### config.mk
export PLATFORM = sky130hd
export DESIGN_NAME = snake_move_scheduler_flat
export DESIGN_NICKNAME = d
export VERILOG_FILES = /design/src/rtl/snake_move_scheduler_if.sv /design/src/rtl/snake_move_scheduler.sv /design/src/flat_wrapper.sv
export SDC_FILE = /design/constraint.sdc
export NUM_CORES = 1
export LEC_CHECK = 0
export ABC_AREA = 1
export CORE_ASPECT_RATIO = 0.9
export CORE_UTILIZATION = 35
export CTS_CLUSTER_SIZE = 14
export DETAILED_ROUTE_END_ITERATION = 6
export MAX_ROUTING_LAYER = met4
export PLACE_DENSITY_LB_ADDON = 0.08
export SLEW_MARGIN = 20
export SYNTH_ARGS = -nofsm -noshare
export SYNTH_HDL_FRONTEND = slang
export SYNTH_SLANG_ARGS = --single-unit
### constraint.sdc
create_clock -name clk -period 3.8 [get_ports clk]
set_input_delay 0.38 -clock clk [delete_from_list [all_inputs] [get_ports clk]]
set_output_delay 0.38 -clock clk [all_outputs]
set_load 0.03 [all_outputs]
### src/rtl/snake_move_scheduler_if.sv
`default_nettype none
// ============================================================================
// Module      : snake_move_scheduler_if
// Description : Event inputs and registered outputs of the snake move scheduler.
// Revision    : 1.0 - initial release
// ============================================================================
interface snake_move_scheduler_if #(
    parameter int QDEPTH = 4
);
    localparam int CW = $clog2(QDEPTH + 1);

    logic [1:0]    direction_in;
    logic          direction_valid_in;
    logic          start_pause_event_in;
    logic          reset_event_in;
    logic          tick_in;
    logic          collision_in;
    logic [1:0]    game_state_out;
    logic [1:0]    cur_dir_out;
    logic          step_pulse_out;
    logic          clear_pulse_out;
    logic          drop_pulse_out;
    logic [CW-1:0] queue_count_out;

    modport master (
        output direction_in, direction_valid_in, start_pause_event_in,
               reset_event_in, tick_in, collision_in,
        input  game_state_out, cur_dir_out, step_pulse_out,
               clear_pulse_out, drop_pulse_out, queue_count_out
    );

    modport slave (
        input  direction_in, direction_valid_in, start_pause_event_in,
               reset_event_in, tick_in, collision_in,
        output game_state_out, cur_dir_out, step_pulse_out,
               clear_pulse_out, drop_pulse_out, queue_count_out
    );
endinterface
`default_nettype wire

### src/rtl/snake_move_scheduler.sv
`default_nettype none
// ============================================================================
// Module      : snake_move_scheduler
// Description : Game-state FSM plus a direction FIFO that releases at most one
//               turn per game tick.
// Revision    : 1.0 - initial release
// ============================================================================
module snake_move_scheduler #(
    parameter int         QDEPTH   = 4,
    parameter logic [1:0] INIT_DIR = 2'b11
) (
    input  wire logic            clk,
    input  wire logic            reset,
    snake_move_scheduler_if.slave bus
);
    localparam int PW = (QDEPTH > 1) ? $clog2(QDEPTH) : 1;
    localparam int CW = $clog2(QDEPTH + 1);
    localparam logic [CW-1:0] FULL_COUNT = CW'(QDEPTH);

    localparam logic [1:0] ST_IDLE    = 2'b00;
    localparam logic [1:0] ST_RUNNING = 2'b01;
    localparam logic [1:0] ST_PAUSED  = 2'b10;
    localparam logic [1:0] ST_OVER    = 2'b11;

    logic [1:0]    state_q, state_d;
    logic [1:0]    cur_dir_q, cur_dir_d;
    logic [1:0]    fifo_q [QDEPTH];
    logic [1:0]    fifo_d [QDEPTH];
    logic [PW-1:0] wr_ptr_q, wr_ptr_d;
    logic [PW-1:0] rd_ptr_q, rd_ptr_d;
    logic [CW-1:0] count_q, count_d;
    logic          step_q, step_d;
    logic          clear_q, clear_d;
    logic          drop_q, drop_d;

    logic          running;
    logic          fifo_empty;
    logic          fifo_full;
    logic [PW-1:0] tail_idx;
    logic [1:0]    ref_dir;
    logic          is_reverse;
    logic          accept;
    logic          do_step;
    logic          do_pop;
    logic          do_push;
    logic          do_drop;

    // State register
    always_ff @(posedge clk) begin
        if (reset) state_q <= ST_IDLE;
        else       state_q <= state_d;
    end

    // Next-state logic
    always_comb begin
        state_d = state_q;
        if (bus.reset_event_in) begin
            state_d = ST_IDLE;
        end else begin
            case (state_q)
                ST_IDLE:    if (bus.start_pause_event_in) state_d = ST_RUNNING;
                ST_RUNNING: begin
                    if (bus.collision_in)              state_d = ST_OVER;
                    else if (bus.start_pause_event_in) state_d = ST_PAUSED;
                end
                ST_PAUSED:  if (bus.start_pause_event_in) state_d = ST_RUNNING;
                ST_OVER:    if (bus.start_pause_event_in) state_d = ST_IDLE;
                default:    state_d = ST_IDLE;
            endcase
        end
    end

    // Output logic
    always_comb begin
        bus.game_state_out  = state_q;
        bus.cur_dir_out     = cur_dir_q;
        bus.step_pulse_out  = step_q;
        bus.clear_pulse_out = clear_q;
        bus.drop_pulse_out  = drop_q;
        bus.queue_count_out = count_q;
    end

    // New presses are filtered against the last queued turn, not the current heading.
    always_comb begin
        running    = (state_q == ST_RUNNING);
        fifo_empty = (count_q == '0);
        fifo_full  = (count_q == FULL_COUNT);
        tail_idx   = wr_ptr_q - PW'(1);
        ref_dir    = fifo_empty ? cur_dir_q : fifo_q[tail_idx];
        is_reverse = (ref_dir[1] == bus.direction_in[1]) && (ref_dir[0] != bus.direction_in[0]);
        accept     = !((bus.direction_in == ref_dir) || is_reverse || fifo_full);
        do_step    = running && bus.tick_in && !bus.collision_in;
        do_pop     = do_step && !fifo_empty;
        do_push    = running && bus.direction_valid_in && accept;
        do_drop    = bus.direction_valid_in && (state_q != ST_IDLE) && !(running && accept);
    end

    always_comb begin
        cur_dir_d = cur_dir_q;
        fifo_d    = fifo_q;
        wr_ptr_d  = wr_ptr_q;
        rd_ptr_d  = rd_ptr_q;
        count_d   = count_q;
        step_d    = 1'b0;
        clear_d   = 1'b0;
        drop_d    = 1'b0;
        if (bus.reset_event_in) begin
            cur_dir_d = INIT_DIR;
            wr_ptr_d  = '0;
            rd_ptr_d  = '0;
            count_d   = '0;
            clear_d   = 1'b1;
        end else begin
            if ((state_q == ST_IDLE) && bus.direction_valid_in) cur_dir_d = bus.direction_in;
            if (do_pop) begin
                cur_dir_d = fifo_q[rd_ptr_q];
                rd_ptr_d  = rd_ptr_q + 1'b1;
            end
            if (do_push) begin
                fifo_d[wr_ptr_q] = bus.direction_in;
                wr_ptr_d         = wr_ptr_q + 1'b1;
            end
            case ({do_push, do_pop})
                2'b10:   count_d = count_q + 1'b1;
                2'b01:   count_d = count_q - 1'b1;
                default: count_d = count_q;
            endcase
            step_d = do_step;
            drop_d = do_drop;
            if ((state_q == ST_OVER) && bus.start_pause_event_in) begin
                cur_dir_d = INIT_DIR;
                wr_ptr_d  = '0;
                rd_ptr_d  = '0;
                count_d   = '0;
            end
        end
    end

    always_ff @(posedge clk) begin
        if (reset) begin
            cur_dir_q <= INIT_DIR;
            wr_ptr_q  <= '0;
            rd_ptr_q  <= '0;
            count_q   <= '0;
            step_q    <= 1'b0;
            clear_q   <= 1'b0;
            drop_q    <= 1'b0;
            for (int i = 0; i < QDEPTH; i++) fifo_q[i] <= 2'b00;
        end else begin
            cur_dir_q <= cur_dir_d;
            wr_ptr_q  <= wr_ptr_d;
            rd_ptr_q  <= rd_ptr_d;
            count_q   <= count_d;
            step_q    <= step_d;
            clear_q   <= clear_d;
            drop_q    <= drop_d;
            fifo_q    <= fifo_d;
        end
    end
endmodule
`default_nettype wire

### src/flat_wrapper.sv
// flat-port wrapper written by rule: the top's interface ports become plain ports
module snake_move_scheduler_flat 
#(
    parameter int         QDEPTH   = 4,
    parameter logic [1:0] INIT_DIR = 2'b11
)
  (clk, reset, bus_direction_in, bus_direction_valid_in, bus_start_pause_event_in, bus_reset_event_in, bus_tick_in, bus_collision_in, bus_game_state_out, bus_cur_dir_out, bus_step_pulse_out, bus_clear_pulse_out, bus_drop_pulse_out, bus_queue_count_out);
  snake_move_scheduler_if #(.QDEPTH(QDEPTH)) bus_i ();
  input  wire logic clk;
  input  wire logic reset;
  input wire logic [$bits(bus_i.direction_in)-1:0] bus_direction_in;
  input wire logic [$bits(bus_i.direction_valid_in)-1:0] bus_direction_valid_in;
  input wire logic [$bits(bus_i.start_pause_event_in)-1:0] bus_start_pause_event_in;
  input wire logic [$bits(bus_i.reset_event_in)-1:0] bus_reset_event_in;
  input wire logic [$bits(bus_i.tick_in)-1:0] bus_tick_in;
  input wire logic [$bits(bus_i.collision_in)-1:0] bus_collision_in;
  output wire logic [$bits(bus_i.game_state_out)-1:0] bus_game_state_out;
  output wire logic [$bits(bus_i.cur_dir_out)-1:0] bus_cur_dir_out;
  output wire logic [$bits(bus_i.step_pulse_out)-1:0] bus_step_pulse_out;
  output wire logic [$bits(bus_i.clear_pulse_out)-1:0] bus_clear_pulse_out;
  output wire logic [$bits(bus_i.drop_pulse_out)-1:0] bus_drop_pulse_out;
  output wire logic [$bits(bus_i.queue_count_out)-1:0] bus_queue_count_out;
  assign bus_i.direction_in = bus_direction_in;
  assign bus_i.direction_valid_in = bus_direction_valid_in;
  assign bus_i.start_pause_event_in = bus_start_pause_event_in;
  assign bus_i.reset_event_in = bus_reset_event_in;
  assign bus_i.tick_in = bus_tick_in;
  assign bus_i.collision_in = bus_collision_in;
  assign bus_game_state_out = bus_i.game_state_out;
  assign bus_cur_dir_out = bus_i.cur_dir_out;
  assign bus_step_pulse_out = bus_i.step_pulse_out;
  assign bus_clear_pulse_out = bus_i.clear_pulse_out;
  assign bus_drop_pulse_out = bus_i.drop_pulse_out;
  assign bus_queue_count_out = bus_i.queue_count_out;
  snake_move_scheduler #(.QDEPTH(QDEPTH), .INIT_DIR(INIT_DIR)) u_core (.clk(clk), .reset(reset), .bus(bus_i));
endmodule
==> results of run 1 <==
==> report_power, final <==
part / switching (mW) / total [mW] / internal, mW
Sequential: 0.00248 / 0.236 / 0.234
Combinational: 0.0292 / 0.0496 / 0.0204
Clock: 0.0802 / 0.173 / 0.0924
==> worst register-to-register path: cells and delay by family, from the launching register on <==
kind	cells	cell delay [ns]
AND/OR/NAND/NOR	6	0.49
AO/OA/AOI/OAI	4	0.46
buffers and inverters	3	0.26
flip-flops	1	0.42
adder cells (fa/ha/maj)	3	0.91
==> through the flow <==
stage	area [sq um]	hold WS (ns)	std cells	utilization [%]	total power [mW]
3_5_place_dp	1440	0.451	226	45.2	0.291
4_1_cts	1500	0.473	230	47.0	0.462
5_1_grt	1500	0.515	230	47.0	0.477
6_report	1500	0.477	230	47.0	0.458
2_1_floorplan	1210	0.449	167	-	0.268
3_3_place_gp	1440	0.441	226	45.2	0.290
==> kinds of logic after synthesis <==
family	share of synthesized area (%)
adders and majority gates	6.81
AOI/OAI and AO/OA	10.5
and+or+nand+nor	36.9
DFF	36.3
buffers and inverters	8.67
xor gates and xnor gates	0.723
==> worst paths after layout <==
kind	startpoint	to	slack [ns]
worst max-delay path	u_core.wr_ptr_q[0]	u_core.bus.queue_count_out[2]	1.17
worst min-delay path	u_core.bus.cur_dir_out[0]	u_core.bus.cur_dir_out[0]	0.48
worst max register to register	u_core.wr_ptr_q[0]	u_core.bus.queue_count_out[2]	1.17
worst min register to register	u_core.bus.cur_dir_out[0]	u_core.bus.cur_dir_out[0]	0.48
==> cell usage in the layout (no fill, tap or decap), drive strengths merged <==
| cell type | netlist | routed |
|---|---|---|
| clkdlybuf4s50 | 0 | 18 |
| o22ai | 2 | 2 |
| a21oi | 11 | 11 |
| clkbuf | 1 | 4 |
| or2 | 1 | 1 |
| dfxtp | 22 | 22 |
| ha | 5 | 5 |
| xor2 | 1 | 1 |
| nor2 | 33 | 33 |
| nand3 | 19 | 19 |
| nand2 | 24 | 24 |
| and2 | 1 | 1 |
| nor3b | 1 | 1 |
| fa | 1 | 1 |
| nor3 | 6 | 6 |
| inv | 27 | 27 |
| o21ai | 12 | 12 |
==> area by class of cell <==
class / count / area (sq um) / share of cell area (%)
tap: 42 / 52.6 / 3.51
timing repair buffer: 18 / 180 / 12.0
multi-input combinational: 117 / 667 / 44.6
inverter: 27 / 101 / 6.77
clock buffer: 4 / 55.1 / 3.68
sequential: 22 / 440 / 29.4
==> sequential cells by signal, indices dropped and copies added, names as in the netlist <==
name and flops:
u_core.fifo_q 8, u_core.bus.queue_count_out 3, u_core.bus.cur_dir_out 2, u_core.bus.game_state_out 2
u_core.rd_ptr_q 2, u_core.wr_ptr_q 2, u_core.bus.clear_pulse_out 1, u_core.bus.drop_pulse_out 1
u_core.bus.step_pulse_out 1
==> metal layers <==
| metal | global-route usage [%] | vias to the layer above | wire length (um) |
|---|---|---|---|
| li1 | - | 574 | - |
| met1 | 21.9 | 478 | 1360 |
| met2 | 23.9 | 18 | 1120 |
| met3 | 2.56 | 4 | 88 |
| met4 | 5.84 | 0 | 36 |
| met5 | - | - | 0 |
==> Yosys cell counts, types with 4 or more instances <==
library cell and instances:
a21oi_1 11, dfxtp_1 22, ha_1 5, inv_1 23, inv_2 4, nand2_1 22
nand3_1 13, nand3_2 4, nor2_1 31, nor3_2 4, o21ai_0 12
==> run_results.csv, run 1 <==
group,metric,value,unit
cells_and_area,nets,204,
logic_synthesis,ys_warn_count,0,
cts,clk_latency,0.26,ns
cts,cts_buffer_depth,2,
cells_and_area,layout-drive-gt1-share,11.7,%
route,via_per_inst,4.67,
logic_synthesis,synthFlopType,"dfxtp_1",
timing,max_freq,0.380,GHz
cts,ctsResizeCount,0,
cts,cts_tree,"yes",
floorplanning,die_x,64.0,um
run,maxCapViolations,0,
global_routing,grt_pass1_wl,4430,um
critical_path,path_cells,"inv_2 -> ha_1 -> inv_1 -> nand3_2 -> nand2_1 -> nand2_1 -> nand3_2 -> nand2_2 -> nand3_4 -> ha_1 -> inv_1 -> fa_1 -> a21oi_1 -> o21ai_0 -> o21ai_0 -> a21oi_1",
global_routing,grt_pass1_vias,989,
timing,period_needed,2.63,ns
route,drc,0,
critical_path,crit_path_max_fanout,10,
global_routing,track_usage,16.0,%
critical_path,critPathKind,"reg2reg",
logic_synthesis,async_reset_ff_share,0,%
timing,finalHoldViolations,0,
critical_path,worstPathRequired,3.96,ns
cells_and_area,areaGrowthSynthToFinish,23.4,%
timing,skew,0.00442,ns
logic_synthesis,synth-seq-area-share,36.3,%
pwr,p_leak,0.580,nW
pwr,vdd_drop_max,156,uV
placed_design,portBuffers,18,
timing,finalSetupViolCount,0,
global_routing,grt_max_degree,13,
logic_synthesis,synth_seq_cells,22,
cts,cts.reportedPaths.clkPinSlew,0.09,ns
hold_path,hold_class,"reg2reg",
critical_path,r2r_cells,16,
floorplanning,pin_count,19,
route,routedWlPerCell,11.3,um
global_routing,grt.overflow.total,0,
critical_path,critical_path.max_stage_delay,0.42,ns
timing,fin_crit_sh,69.2,%
floorplanning,dieArea,0.00370,sq mm
cells_and_area,n_antenna_cell,0,
route,drt_iter0_drc,52,
critical_path,cp-end-kind,"flip-flop",
timing,max-slew-margin-rel,55.8,%
floorplanning,start_util,38.1,%
floorplanning,die_h,57.8,um
logic_synthesis,avgSynthCellArea,7.26,sq um
cts,cts_hold_buf,0,
global_routing,grt_antenna_before_repair,0,
logic_synthesis,syn_nets,182,
logic_synthesis,synth_top_cells_by_area,"dfxtp_1 (36%), nor2_1 (9.6%), inv_1 (7.1%)",
route,drt-pass1-iter-count,4,
placed_design,hpwl,2050,um
timing,slew_viol_final,0,
floorplanning,core,0.00319,sq mm
timing,setup_tns,0,ns
placed_design,gp_congestion,0.827,
critical_path,path_buf_inv,3,
logic_synthesis,synth_cells,167,
cts,cts_buffers,3,
route,vias,1074,
cells_and_area,fillCellCount,331,
logic_synthesis,synth_area,0.00121,sq mm
hold_path,whs_path_depth,2,
logic_synthesis,yosysTopAreaCellShare,36.3,%
floorplanning,fp-row-count,19,
placed_design,pre_cts_ws,1.18,ns
critical_path,crit_slowest_cell,"dfxtp_1",
route,wirelength,2600,um
pwr,p_per_area,306,mW/mm^2
logic_synthesis,synth_edf_count,0,
critical_path,crit_path_start_kind,"flip-flop",
cts,postCtsSetupRepairBufs,0,
cts,htreeDepth,1,
critical_path,worstPathArrival,2.79,ns
critical_path,cp_top_family,"adder cells",
route,ant_nets,0,
timing,fin_ws,1.17,ns
outcome,status,"finished, final reports clean",
timing,worstMarginPinSlew,0.657,ns
critical_path,worstSetupPathDepth,16,
cts,cts.sinks,22,
logic_synthesis,synth_area_leader_cell,"dfxtp_1",
logic_synthesis,yosys.cell_types.count,23,
cts,root_buffer,"clkbuf_8",
timing,rsz0062_at_grt,"false",
(Power assumes the default switching activity.)
==> run 2: changes to the inputs <==
Clock period 3.8 ns to 2.2 ns, I/O delays scaled along.
==> run_results.csv, run 2 (synthesis results as in run 1) <==
group,metric,value,unit
outcome,status,"finished, final reports clean",
timing,period_needed,2.15,ns
placed_design,gp_congestion,0.867,
critical_path,crit_path_start_kind,"flip-flop",
cts,cts_tree,"yes",
floorplanning,dieArea,0.00370,sq mm
global_routing,grt_max_degree,14,
pwr,p_per_area,498,mW/mm^2
cts,cts_buffers,3,
critical_path,cp-end-kind,"flip-flop",
placed_design,portBuffers,18,
route,drc,0,
route,via_per_inst,4.56,
cells_and_area,layout_common_cells,"nor2_1 (31), nand2_1 (22), inv_1 (20), dfxtp_1 (19), clkdlybuf4s50_1 (18)",
critical_path,crit_path_max_fanout,5,
critical_path,worstPathArrival,2.30,ns
cells_and_area,top_register,"u_core.fifo_q",
cells_and_area,fillCellCount,311,
cells_and_area,areaGrowthSynthToFinish,37.7,%
placed_design,pre_cts_ws,-0.00253,ns
cts,clk_latency,0.26,ns
global_routing,grt_pass1_wl,4530,um
global_routing,grt_pass1_vias,995,
timing,setup_tns,0,ns
timing,worstMarginPinSlew,0.345,ns
critical_path,r2r_end,"u_core.bus.queue_count_out[2]",
cells_and_area,fin_util,52.4,%
timing,finalSetupViolCount,0,
route,drt-pass1-iter-count,4,
critical_path,critPathKind,"reg2reg",
hold_path,hold_class,"reg2reg",
pwr,p_leak,0.660,nW
cells_and_area,layout_commonest_cell,"nor2_1",
floorplanning,die_h,57.8,um
hold_path,hp-start,"u_core.bus.cur_dir_out[0]",
timing,max_freq,0.466,GHz
route,ant_nets,0,
timing,max-slew-margin-rel,76.8,%
hold_path,whs_path_depth,2,
floorplanning,start_util,38.1,%
floorplanning,core,0.00319,sq mm
cts,htreeDepth,1,
critical_path,worstPathRequired,2.35,ns
pwr,vdd_drop_max,437,uV
cts,cts_buffer_depth,2,
cells_and_area,n_antenna_cell,0,
global_routing,track_usage,16.4,%
critical_path,r2r_start,"u_core.wr_ptr_q[0]",
timing,finalHoldViolations,0,
cts,cts.sinks,22,
timing,fin_crit_sh,97.6,%
cts,cts.reportedPaths.clkPinSlew,0.08,ns
critical_path,r2r_slack,0.05,ns
run,maxCapViolations,0,
hold_path,min_to,"u_core.bus.cur_dir_out[0]",
timing,fin_ws,0.0524,ns
timing,rsz0062_at_grt,"true",
cells_and_area,layout-drive-gt1-share,23.3,%
route,vias,1113,
cells_and_area,nets,218,
floorplanning,die_x,64.0,um
route,drt_iter0_drc,55,
timing,skew,0.00452,ns
cells_and_area,largest_reg_flops,8,
floorplanning,pin_count,19,
critical_path,r2r_cells,16,
floorplanning,fp-row-count,19,
cts,root_buffer,"clkbuf_8",
timing,slew_viol_final,0,
global_routing,grt_antenna_before_repair,0,
route,wirelength,2660,um
route,routedWlPerCell,10.9,um
placed_design,hpwl,2140,um
global_routing,grt.overflow.total,0,
==> run 2: critical path, cell delays in order, from the launching register on <==
cell	delay, ns
dfxtp_4	0.37
inv_6	0.04
ha_4	0.23
inv_2	0.05
nand3_2	0.07
nand2_1	0.08
nand2_1	0.06
nand3_2	0.06
nand2_2	0.08
nand3_4	0.07
ha_4	0.13
inv_4	0.04
fa_2	0.37
a21oi_2	0.14
o21ai_2	0.07
o21ai_1	0.13
a21oi_1	0.05
==> run 2: report_power, final <==
part | switching [mW] | total [mW] | internal, mW
sequential | 0.00434 | 0.407 | 0.402
combinational | 0.0522 | 0.0956 | 0.0434
clock | 0.132 | 0.329 | 0.197
total | 0.188 | 0.831 | 0.643
==> run 2: worst max path at each step <==
stage	from	end	slack, ns
2_1_floorplan	u_core.wr_ptr_q[1]	u_core.bus.queue_count_out[1]	0.02
3_3_place_gp	u_core.wr_ptr_q[0]	u_core.bus.queue_count_out[2]	0.04
3_5_place_dp	u_core.wr_ptr_q[0]	u_core.bus.queue_count_out[2]	-0.003
4_1_cts	u_core.wr_ptr_q[0]	u_core.bus.queue_count_out[2]	0.02
5_1_grt	u_core.wr_ptr_q[0]	u_core.bus.queue_count_out[2]	-0.12
6_report	u_core.wr_ptr_q[0]	u_core.bus.queue_count_out[2]	0.05
==> run 2: metal layers <==
| layer | global-route usage, % | up-vias | part of all wire (%) |
|---|---|---|---|
| met2 | 25.1 | 19 | 45 |
| met5 | - | - | 0 |
| met4 | 2.92 | 0 | 0.68 |
| met1 | 22.1 | 485 | 51 |
| li1 | - | 607 | - |
| met3 | 4.13 | 2 | 3.9 |
==> run 2: area by class of cell <==
| type | count | area, sq um | share of cell area, % |
|---|---|---|---|
| Sequential cell | 22 | 447 | 26.8 |
| Multi-Input combinational cell | 117 | 709 | 42.5 |
| Inverter | 27 | 109 | 6.52 |
| Clock buffer | 4 | 66.3 | 3.97 |
| Timing Repair Buffer | 32 | 285 | 17.1 |
| Tap cell | 42 | 52.6 | 3.15 |
==> run 2: metrics by stage <==
step / area, sq um / total power, mW / instances / hold slack [ns]
CTS: 1610 / 0.842 / 239 / 0.481
detailed placement: 1540 / 0.510 / 234 / 0.460
floorplan: 1250 / 0.464 / 167 / 0.291
global placement: 1540 / 0.509 / 234 / 0.444
global route: 1670 / 0.871 / 244 / 0.519
finish: 1670 / 0.831 / 244 / 0.471
==> run 2: what timing repair did <==
| action | in CTS | in global routing |
|---|---|---|
| buffers inserted | 1 | 5 |
| endpoints found under the setup margin | 1 | 2 |
| gates resized for setup | 0 | 9 |
| pin swaps | 0 | 8 |
| hold buffers | 0 | 0 |
==> variant: new RTL, config.mk and constraints of run 1 <==
Make the reset (`reset`) asynchronous in 2 clocked blocks.
--- a/src/rtl/snake_move_scheduler.sv
+++ b/src/rtl/snake_move_scheduler.sv
@@ -46,7 +46,7 @@
     logic          do_drop;
 
     // State register
-    always_ff @(posedge clk) begin
+    always_ff @(posedge clk or posedge reset) begin
         if (reset) state_q <= ST_IDLE;
         else       state_q <= state_d;
     end
@@ -136,7 +136,7 @@
         end
     end
 
-    always_ff @(posedge clk) begin
+    always_ff @(posedge clk or posedge reset) begin
         if (reset) begin
             cur_dir_q <= INIT_DIR;
             wr_ptr_q  <= '0;
Check against the original RTL: differs if reset is asserted again (counterexample within 4 cycles, from zero or initial values and one cycle with reset high); with reset held inactive, the same outputs for 10 cycles.
==> variant against run 1 <==
Worst setup slack better by 60 ps. Design area up 6.5%. Wire length rose by 8.4%. Sequential cell count unchanged. Global-route usage rose by 0.76 points. Synthesized area increased by 6.2%. Hold slack gained 33 ps. Critical path depth grew 1. Critical endpoint is now u_core.bus.queue_count_out[2]$_DFFE_PP0P_.
Power is not compared: it rests on default switching activity, and its combinational part moved more than twofold at a synthesized area within 25%.
==> variant: results (changes against run 1) <==
status finished, final reports clean (unchanged); Post-Syn Nets 171 (was 182); GRT Resource Usage Total 16.80% (was 16.04%); layout cell share with drive strength beyond 1 11.73% (was 11.70%); Top FF cell, synth dfrtp_1 (was dfxtp_1); clock skew 7.087 ps (was 4.421 ps); DRT iter0 DRCs 129 (was 52); crit-path max FO 7 (was 10); nets 194 (was 204); FFs w/ async S/R, synth 100.0% (was 0%); routed length per instance 12.61 µm (was 11.29 µm); Critical Path AT 2740 ps (was 2790 ps); CTS resizes 0 (unchanged); synth top area cells dfrtp_1 (39%), nand2_1 (8.7%), nand3_1 (7.0%) (was dfxtp_1 (36%), nor2_1 (9.6%), inv_1 (7.1%)); top post-synthesis cells by count nand2_1 (30), inv_1 (22), dfrtp_1 (20), nand3_1 (18), nor2_1 (13) (was nor2_1 (31), inv_1 (23), dfxtp_1 (22), nand2_1 (22), nand3_1 (13)); vias in the first global route 978 (was 989); Lkg Pwr 0.8066 nW; Skew-Pair Late Insertion Delay 270 ps; Crit path max-delay family simple AND/OR/NAND/NOR gates (was adder cells); gpl congestion 0.8403 (was 0.8268); Worst path max stage delay 440 ps (was 420 ps); pin count of the biggest net entering global routing 23 (was 13); Synth cell types 28 (was 23); Place WS 1224 ps (was 1184 ps); crit path max-delay cell type dfrtp_1 (was dfxtp_1); worst slew pin tran 839.8 ps (was 656.5 ps); port bufs 18 (unchanged); Vias 1070 (was 1074); Pre-antenna DRT Iters 4 (unchanged); global-route wire length before repair 4685 µm (was 4429 µm); sequential element share of the synthesized area 42.95% (was 36.33%); DP Wirelength 2172 µm (was 2049 µm); Clk Tree Root Cell clkbuf_8 (unchanged)
variant: final timing paths:
kind                                                              to  slack, ps  cells after the start                            from
setup / recovery           u_core.bus.queue_count_out[2]$_DFFE_PP0P_       1230                     17  u_core.wr_ptr_q[0]$_DFFE_PP0P_
hold / removal                          u_core.fifo_q[6]$_DFFE_PP0P_        510                      2    u_core.fifo_q[6]$_DFFE_PP0P_
setup reg to reg           u_core.bus.queue_count_out[2]$_DFFE_PP0P_       1230                     17  u_core.wr_ptr_q[0]$_DFFE_PP0P_
hold reg to reg                         u_core.fifo_q[6]$_DFFE_PP0P_        510                      2    u_core.fifo_q[6]$_DFFE_PP0P_
max in group asynchronous        u_core.bus.drop_pulse_out$_DFF_PP0_       2700                      2                           reset
min in group asynchronous  u_core.bus.queue_count_out[2]$_DFFE_PP0P_        570                      2                           reset
variant: final cells by class:
type,instances,area (µm²)
repair buffers,18,180.2
multi-input cells,109,636.9
flip-flops and latches,22,553.0
fillers,338,1859
clock inverters,1,30.03
inverters,26,97.59
clock buffers,3,41.29
well taps,44,55.05
variant: power by group:
part	internal [mW]	leakage (nW)	total [mW]	switching [mW]
Clock	0.141	0.0357	0.222	0.0811
Combinational	0.0642	0.479	0.161	0.0973
Sequential	0.263	0.292	0.287	0.0248
variant: cell families (layout without fill, tap and decap cells):
kind of cell,after synthesis,after routing,share of synthesized area (%)
adders and majority gates,5,5,5.442
xor gates and xnor gates,2,2,1.361
AOI/OAI and AO/OA,26,26,11.37
buffers and inverters,26,48,7.580
DFF,22,22,42.95
and+or+nand+nor,76,76,31.29
variant: per-layer routing:
metal / track usage, % / vias to the layer above / part of all wire (%)
li1: - / 553 / -
met1: 24.70 / 489 / 53
met2: 23.18 / 26 / 42
met3: 4.038 / 2 / 4.7
met4: 3.647 / 0 / 0.68
met5: - / - / 0
variant: worst register-to-register path, delay by kind of cell, from the launching register on:
family | cells | cell delay, ps
simple gates | 10 | 820
fa+ha+maj | 2 | 730
flops | 1 | 440
buf+inv | 4 | 300
xor+xnor | 1 | 180
variant: per-stage QoR:
stage                     instance area [µm²]  utilization, %  instances
final                                    1594           46.16        223
after CTS                                1594           46.16        223
after global placement                   1523           44.09        219
after global routing                     1594           46.16        223
after detailed placement                 1523           44.09        219
after floorplan                          1287               -        157
